$ cat src/rtl/can_phy_frontend.sv
// CAN pin-side conditioning: RX synchroniser and deglitcher, bus integration,
// idle detection and stuck-dominant guards on both RX and TX directions.
module can_phy_frontend #(
  parameter int FILTER_LEN      = 3,
  parameter int BIT_CLKS        = 100,
  parameter int IDLE_BITS       = 11,
  parameter int STUCK_BITS      = 32,
  parameter int TX_TIMEOUT_BITS = 32
) (
  input  logic       clk_clk,
  input  logic       reset_reset_n,
  input  logic       phy_rx,
  output logic       phy_tx,
  input  logic       core_tx,
  output logic       core_rx,
  input  logic       fault_clr,
  output logic       bus_idle,
  output logic       rx_fault,
  output logic       tx_fault,
  output logic [1:0] state_o
);

  localparam int IDLE_LIM  = IDLE_BITS * BIT_CLKS;
  localparam int STUCK_LIM = STUCK_BITS * BIT_CLKS;
  localparam int TX_LIM    = TX_TIMEOUT_BITS * BIT_CLKS;
  localparam int IDLE_W    = $clog2(IDLE_LIM + 1);
  localparam int STUCK_W   = $clog2(STUCK_LIM + 1);
  localparam int TX_W      = $clog2(TX_LIM + 1);
  localparam int FILT_W    = 4;

  localparam logic [IDLE_W-1:0]  IDLE_MAX  = IDLE_LIM[IDLE_W-1:0];
  localparam logic [STUCK_W-1:0] STUCK_MAX = STUCK_LIM[STUCK_W-1:0];
  localparam logic [TX_W-1:0]    TX_MAX    = TX_LIM[TX_W-1:0];
  localparam logic [FILT_W-1:0]  FILT_LAST = FILT_W'(FILTER_LEN - 1);

  typedef enum logic [1:0] {
    S_INIT  = 2'd0,
    S_RUN   = 2'd1,
    S_FAULT = 2'd2,
    S_BAD   = 2'd3
  } state_t;

  state_t state_reg, state_next;

  logic [1:0]         rx_sync_reg;
  logic               rx_s;
  logic               filt_reg, filt_next;
  logic [FILT_W-1:0]  filt_cnt_reg, filt_cnt_next;
  logic [IDLE_W-1:0]  rec_cnt_reg, rec_cnt_next;
  logic [STUCK_W-1:0] dom_cnt_reg, dom_cnt_next;
  logic [TX_W-1:0]    tx_cnt_reg, tx_cnt_next;
  logic               bus_idle_reg, bus_idle_next;
  logic               rx_fault_reg, rx_fault_next;
  logic               tx_fault_reg, tx_fault_next;
  logic               core_rx_reg, core_rx_next;
  logic               phy_tx_reg, phy_tx_next;
  logic               rx_lim, tx_lim;

  assign rx_s = rx_sync_reg[1];

  // Filter: filtered level flips only after FILTER_LEN consecutive differing samples
  always_comb begin
    filt_next     = filt_reg;
    filt_cnt_next = '0;
    if (rx_s != filt_reg) begin
      if (filt_cnt_reg == FILT_LAST) begin
        filt_next = rx_s;
      end else begin
        filt_cnt_next = filt_cnt_reg + FILT_W'(1);
      end
    end
  end

  // Saturating run-length counters; they run in every state
  always_comb begin
    rec_cnt_next = '0;
    dom_cnt_next = '0;
    tx_cnt_next  = '0;
    if (filt_reg) begin
      rec_cnt_next = (rec_cnt_reg == IDLE_MAX) ? rec_cnt_reg : rec_cnt_reg + IDLE_W'(1);
    end else begin
      dom_cnt_next = (dom_cnt_reg == STUCK_MAX) ? dom_cnt_reg : dom_cnt_reg + STUCK_W'(1);
    end
    if (!core_tx) begin
      tx_cnt_next = (tx_cnt_reg == TX_MAX) ? tx_cnt_reg : tx_cnt_reg + TX_W'(1);
    end
    bus_idle_next = (rec_cnt_next == IDLE_MAX);
  end

  assign rx_lim = (dom_cnt_reg == STUCK_MAX);
  assign tx_lim = (tx_cnt_reg == TX_MAX);

  always_comb begin
    state_next    = state_reg;
    rx_fault_next = rx_fault_reg;
    tx_fault_next = tx_fault_reg;
    case (state_reg)
      S_INIT: begin
        if (bus_idle_reg) state_next = S_RUN;
      end
      S_RUN: begin
        if (rx_lim) rx_fault_next = 1'b1;
        if (tx_lim) tx_fault_next = 1'b1;
        if (rx_lim || tx_lim) state_next = S_FAULT;
      end
      S_FAULT: begin
        if (fault_clr) begin
          rx_fault_next = 1'b0;
          tx_fault_next = 1'b0;
          state_next    = S_INIT;
        end
      end
      default: state_next = S_INIT;
    endcase
    // Keyed on the next state so a fault forces recessive on the same edge it is flagged
    core_rx_next = (state_next == S_RUN) ? filt_reg : 1'b1;
    phy_tx_next  = (state_next == S_RUN) ? core_tx  : 1'b1;
  end

  always_ff @(posedge clk_clk or negedge reset_reset_n) begin
    if (!reset_reset_n) begin
      rx_sync_reg  <= 2'b11;
      filt_reg     <= 1'b1;
      filt_cnt_reg <= '0;
      rec_cnt_reg  <= '0;
      dom_cnt_reg  <= '0;
      tx_cnt_reg   <= '0;
      bus_idle_reg <= 1'b0;
      rx_fault_reg <= 1'b0;
      tx_fault_reg <= 1'b0;
      core_rx_reg  <= 1'b1;
      phy_tx_reg   <= 1'b1;
      state_reg    <= S_INIT;
    end else begin
      rx_sync_reg  <= {rx_sync_reg[0], phy_rx};
      filt_reg     <= filt_next;
      filt_cnt_reg <= filt_cnt_next;
      rec_cnt_reg  <= rec_cnt_next;
      dom_cnt_reg  <= dom_cnt_next;
      tx_cnt_reg   <= tx_cnt_next;
      bus_idle_reg <= bus_idle_next;
      rx_fault_reg <= rx_fault_next;
      tx_fault_reg <= tx_fault_next;
      core_rx_reg  <= core_rx_next;
      phy_tx_reg   <= phy_tx_next;
      state_reg    <= state_next;
    end
  end

  assign phy_tx   = phy_tx_reg;
  assign core_rx  = core_rx_reg;
  assign bus_idle = bus_idle_reg;
  assign rx_fault = rx_fault_reg;
  assign tx_fault = tx_fault_reg;
  assign state_o  = state_reg;

endmodule

$ cat config.mk
export PLATFORM = sky130hd
export DESIGN_NAME = can_phy_frontend
export DESIGN_NICKNAME = d
export VERILOG_FILES = /design/src/rtl/can_phy_frontend.sv
export SDC_FILE = /design/constraint.sdc
export NUM_CORES = 1
export LEC_CHECK = 0
export BUFFER_PORTS_ARGS = -buffer_cell sky130_fd_sc_hd__buf_2
export CAP_MARGIN = 10
export CORE_AREA = 2 2 74 76
export DETAILED_ROUTE_END_ITERATION = 16
export DIE_AREA = 0 0 76 78
export PLACE_DENSITY_LB_ADDON = 0.1
export SYNTH_ARGS = -nofsm -noshare
export SYNTH_HDL_FRONTEND = slang
export SYNTH_SLANG_ARGS = --single-unit
$ cat constraint.sdc
create_clock -name clk_clk -period 3.3 [get_ports clk_clk]
set_clock_uncertainty 0.05 [all_clocks]
set_input_delay 0.33 -clock clk_clk [delete_from_list [all_inputs] [get_ports clk_clk]]
set_output_delay 0.33 -clock clk_clk [all_outputs]
set_load 0.01 [all_outputs]
==> run metrics, run 1 <==
Async SR Flop Fraction=1.00; DP HPWL=3000 microns; family with the most delay on the worst path=simple AND/OR/NAND/NOR gates; register area share after synthesis=0.495; FMAX=0.416 GHz; clk_lat worst skew=0.30 ns; Synth Register Bits=49; Worst setup EP type=flip-flop; worst path required time=3.45 ns; P_int=902 uW; HP Class=in -> async; vias in the first global route=1680; Starting Density=0.493; final wirelength=4390 microns; hold_ws=0.00386 ns; Layout area overhead=7.65%; H-Tree Level Count=2; GPL Wtd Cong=0.910; Psw=421 uW; Syn Nets=267; unrepaired setup endpoints after global routing=false; Max rail drop VDD=0.290 mV; filler instances=459; fraction of layout cells with a size suffix above 1=0.110; CTS buffer count=5; Final Hold Viols=0; crit-path cells=inv_1 -> ha_1 -> or4bb_1 -> nor3_1 -> o21ai_0 -> a31o_2 -> nor4b_2; DRC violations left=0; first-pass GRT wire length=7760 microns; post-layout min period=2.41 ns; cell with the largest stage delay on the worst path=dfrtp_1; row count=26; Synth Instances=254; Worst R2R Setup Slack=0.89 ns; Core ar.=0.00504 sq mm; Crit path arrival time=2.56 ns; drt initial violations=112; Clock power frac=0.264; Post-CTS Setup Inserts=0; die width=76 microns; power per cell area=494 mW/mm^2; Netlist cell types=37; drt first pass iters=4; status=complete, no violations; Global Route Usage Sum=0.164; Ant. Diodes=0; final design utilization=0.531; Slew @ Worst Pin=0.662 ns; Nets=276; maxcap violations=0; top cell type's share of synthesized area=0.443; Die Y=78 microns; Sw Ratio=0.318; Gate power share=0.154; number of buffers on the longest clock path=2; post-cts resize count=0; Setup Viol. Count Final=0; leading post-synthesis cells by cell area=dfrtp_1 (44%), xor2_1 (5.6%), dfstp_2 (5.3%), xnor2_1 (5.3%), nand2_1 (4.2%); Hold Buf Count CTS=0; largest net degree at the start of global routing=31; die area=0.00593 sq mm; I/O pins=12; post-route clock period utilization=0.729; IO buf count=11; CTS tree=done; CP Max Fanout=9; post-DR vias/cell=5.23; most common cell in the synthesized netlist=dfrtp_1; Syn Area/Cell=9.79 sq um; total global routing overflow=0; Post-synth EDFFs=0; clock slew at reported path FFs=0.09 ns; top_reg_cell synth=dfrtp_1; synthesized cell area=0.00249 sq mm; routed len/inst=13.1 microns; Slew HR=0.559; YS warnings=0; Vias=1748; post-route setup TNS=0 ns; Routed Antenna Nets=0; Critical path buffers and inverters=1; Final Max Tran Viols=0; critical path type=reg -> reg; power share of the sequential group=0.583; Max stage delay on crit path=0.49 ns; startpoint types=flip-flop; Synth top cells by count=dfrtp_1 (44), nand2_1 (28), nor2_1 (28); Static Leak=0.00119 uW; Yosys top cell by area=dfrtp_1; Num Clock Sinks=49; initial antenna violation count=0; clock root cell=clkbuf_8
[cells in the final DEF, fill, tap and decap left out, types with 10 or more instances in the layout]
cell type / Yosys / routed
nand2_1: 28 / 28
dfrtp_1: 44 / 44
inv_1: 10 / 10
xor2_1: 16 / 16
and3_1: 10 / 10
nor2_1: 28 / 28
a21oi_1: 12 / 12
xnor2_1: 15 / 15
buf_2: 2 / 11
[power groups by stage]
stage	logic (uW)	clock network, uW	registers [uW]
2_1_floorplan	210	0	710
3_5_place_dp	206	0	784
4_1_cts	207	361	773
3_3_place_gp	201	0	782
6_report	203	349	771
5_1_grt	245	389	787
[per-layer routing]
| layer | part of all wire | GRT usage | vias up |
|---|---|---|---|
| met4 | 0.0087 | 0.0655 | 0 |
| li1 | - | - | 873 |
| met5 | 0 | 0 | - |
| met3 | 0.047 | 0.0407 | 4 |
| met2 | 0.43 | 0.253 | 38 |
| met1 | 0.52 | 0.223 | 833 |
[final cells by class]
cell class	count	area (sq um)	area share
Inverter	10	37.5	0.0140
Sequential cell	49	1230	0.460
Multi-Input combinational cell	185	1170	0.437
Clock inverter	2	15.0	0.00561
Tap cell	70	87.6	0.0327
Clock buffer	6	72.6	0.0271
Timing Repair Buffer	12	62.6	0.0234
[through the flow]
stage               cell area [sq um]  worst slack (ns)  total power, uW  cells
finish                           2680             0.894             1320    334
detailed placement               2590             0.943              990    326
global route                     2680             0.700             1420    334
global placement                 2590              1.00              983    326
floorplan                        2490              1.03              919    254
CTS                              2680             0.906             1340    334
[logic make-up after synthesis]
group,after synthesis,synth area share
and+or+nand+nor,118,0.254
DFF,49,0.495
xor gates and xnor gates,31,0.109
AOI/OAI and AO/OA,27,0.0629
buffers and inverters,20,0.0342
adders and majority gates,8,0.0402
muxes,1,0.00453
[final timing paths]
path	depth (start not counted)	start	end
worst min register to register	0	rx_sync_reg[0]$_DFF_PN1_	rx_sync_reg[1]$_DFF_PN1_
max in group asynchronous	2	reset_reset_n	core_rx$_DFF_PN1_
worst max register to register	7	rec_cnt_reg[0]$_DFF_PN0_	bus_idle$_DFF_PN0_
worst max-delay path	7	rec_cnt_reg[0]$_DFF_PN0_	bus_idle$_DFF_PN0_
min in group clk_clk	1	phy_rx	rx_sync_reg[0]$_DFF_PN1_
worst min-delay path	1	reset_reset_n	tx_cnt_reg[8]$_DFFE_PN0P_
Power figures use the tool's default switching activity.
==> run 2, diff against run 1 <==
- clock period: 3.3 -> 2.1 ns (I/O delays scaled with it)
==> run 2 against run 1 <==
Worst setup slack worse by 0.83 ns. Sequential share of layout area is 2.3 points lower. Flip-flop and latch count stayed put. First-iteration DRC count is 19% lower. Via count is 2.2% higher. Sequential power is 54% higher. Critical endpoint unchanged. Clock power is 58% higher. Die area stayed put. Largest power group unchanged. Maximum frequency is 18% higher.
==> run metrics, run 2 (synthesis gave the netlist of run 1 again) <==
status=complete, no violations; Starting Density=0.493 (unchanged); Final Max Tran Viols=0 (unchanged); Core ar.=0.00504 sq mm (unchanged); Clock power frac=0.255 (-0.009); placed insts=340 (+4.3%); Gate power share=0.195 (+0.041); dpl cell area=0.00270 sq mm (+4.1%); FMAX=0.490 GHz (+18%); I/O pins=12 (unchanged); post-layout min period=2.04 ns (-0.366 ns); DRC violations left=0 (unchanged); Final Hold Viols=0 (unchanged); CTS buffer count=5 (unchanged); die width=76 microns (unchanged); Vias=1786 (+2.2%); routed len/inst=12.8 microns (-2.7%); Nets=292 (+5.8%); Max rail drop VDD=0.497 mV (+71%); filler instances=447 (-2.6%); Non-Filler Instances=349 (+4.5%); P_int=1500 uW (+66%); Slew @ Worst Pin=0.573 ns (-0.0891 ns); unrepaired setup endpoints after global routing=true; Psw=658 uW (+57%); largest net degree at the start of global routing=27 (-13%); IO buf count=11 (unchanged); startpoint types=flip-flop; Slew HR=0.618 (+0.0594); worst setup margin=0.0602 ns (-0.834 ns); CTS tree=done; row count=26 (unchanged); power per cell area=766 mW/mm^2 (+55%); post-DR vias/cell=5.12 (-2.2%); GPL Wtd Cong=0.777 (-15%); most common cell after layout, fill and taps aside=dfrtp_1; Ant. Diodes=0 (unchanged); post-route clock period utilization=0.971 (+0.242); Worst setup EP type=flip-flop; Setup Viol. Count Final=0 (unchanged); CP Max Fanout=5 (-4); initial antenna violation count=0 (unchanged); post-route setup TNS=0 ns (unchanged); HP Class=in -> reg; maxcap violations=0 (unchanged); Place WS=-0.00431 ns (-0.947 ns); Static Leak=0.00127 uW (+7.1%); Die Y=78 microns (unchanged); Sw Ratio=0.305 (-0.0131); Layout area overhead=13.4%; DP HPWL=3220 microns (+7.3%); drt initial violations=91 (-19%); finished layout cell area=0.00282 sq mm (+5.3%); fraction of layout cells with a size suffix above 1=0.161 (+0.0514); critical path type=reg -> reg; Post-CTS Setup Inserts=0 (unchanged); power share of the sequential group=0.550 (-0.033); hold_ws=0.143 ns (+0.139 ns); total global routing overflow=0 (unchanged); clock slew at reported path FFs=0.08 ns (about the same); Routed Antenna Nets=0 (unchanged); worst path required time=2.25 ns (-1.20 ns); die area=0.00593 sq mm (unchanged); Num Clock Sinks=49 (unchanged); number of buffers on the longest clock path=2 (unchanged); clk_lat worst skew=0.29 ns (about the same); clock root cell=clkbuf_8; first-pass GRT wire length=8190 microns (+5.5%); H-Tree Level Count=2 (unchanged); drt first pass iters=4 (unchanged); Global Route Usage Sum=0.171 (+0.00706); final wirelength=4460 microns (+1.6%); vias in the first global route=1816 (+8.1%); commonest non-fill, non-tap cells in the layout=dfrtp_1 (44), nand2_1 (28), nor2_1 (28), xor2_1 (16); Crit path arrival time=2.19 ns (-0.37 ns)
run 2: cell types whose count changed in the layout (fill, tap and decap cells not counted), sizes merged:
cell	delta
buf	+14
dlygate4sd3	+2
clkbuf	+1
clkinvlp	-2
run 2: what timing repair did:
action | 4_1_cts | 5_1_grt
hold buffers | 2 | 0
resized for setup | 1 | 3
cloned | 0 | 0
endpoints found under the hold margin | 23 | 0
endpoints found under the setup margin | 2 | 1
pin swaps | 2 | 1
run 2: critical path, stage by stage (launching register included):
cell       delay [ns]
dfrtp_1          0.41
buf_4            0.15
ha_1             0.25
nand3_1          0.13
nand2_1          0.06
a2111oi_1        0.48
o2111ai_2        0.18
nor4b_2          0.24
run 2: stage by stage:
| stage | power, uW | utilization |
|---|---|---|
| floorplan | 1460 | - |
| global placement | 1620 | 0.534 |
| detailed placement | 1620 | 0.534 |
| CTS | 2180 | 0.557 |
| global route | 2320 | 0.559 |
| finish | 2160 | 0.559 |
run 2: layout make-up:
cell class              instances  area (sq um)  share of cell area
flip-flops and latches         49          1230               0.437
inverters                      10          37.5              0.0133
clock buffers                   7          86.3              0.0306
repair buffers                 28           188              0.0665
multi-input cells             185          1190               0.421
well taps                      70          87.6              0.0311
run 2: worst paths after layout:
| check | from | to | slack (ns) | cells past startpoint |
|---|---|---|---|---|
| setup reg to reg | rec_cnt_reg[0]$_DFF_PN0_ | bus_idle$_DFF_PN0_ | 0.06 | 7 |
| max in group asynchronous | reset_reset_n | filt_reg$_DFFE_PN1P_ | 0.97 | 3 |
| setup / recovery | rec_cnt_reg[0]$_DFF_PN0_ | bus_idle$_DFF_PN0_ | 0.06 | 7 |
| hold reg to reg | rx_sync_reg[0]$_DFF_PN1_ | rx_sync_reg[1]$_DFF_PN1_ | 0.31 | 0 |
| min in group asynchronous | reset_reset_n | tx_cnt_reg[8]$_DFFE_PN0P_ | 0.38 | 2 |
| hold / removal | fault_clr | state_o[1]$_DFF_PN0_ | 0.14 | 4 |
run 2: layer usage:
layer	part of all wire	vias to the layer above	wire length, microns	GRT usage
met2	0.47	16	2100	0.282
met3	0.022	6	96	0.0314
met1	0.49	855	2190	0.228
met5	0	-	0	0
li1	-	909	-	-
met4	0.015	0	68	0.0600
run 2: power by group through the flow:
stage	Combinational, uW	Clock [uW]	Sequential, uW
final	421	552	1190
after global routing	491	617	1210
after CTS	419	577	1190
after detailed placement	414	0	1210
after global placement	410	0	1210
after floorplan	348	0	1120
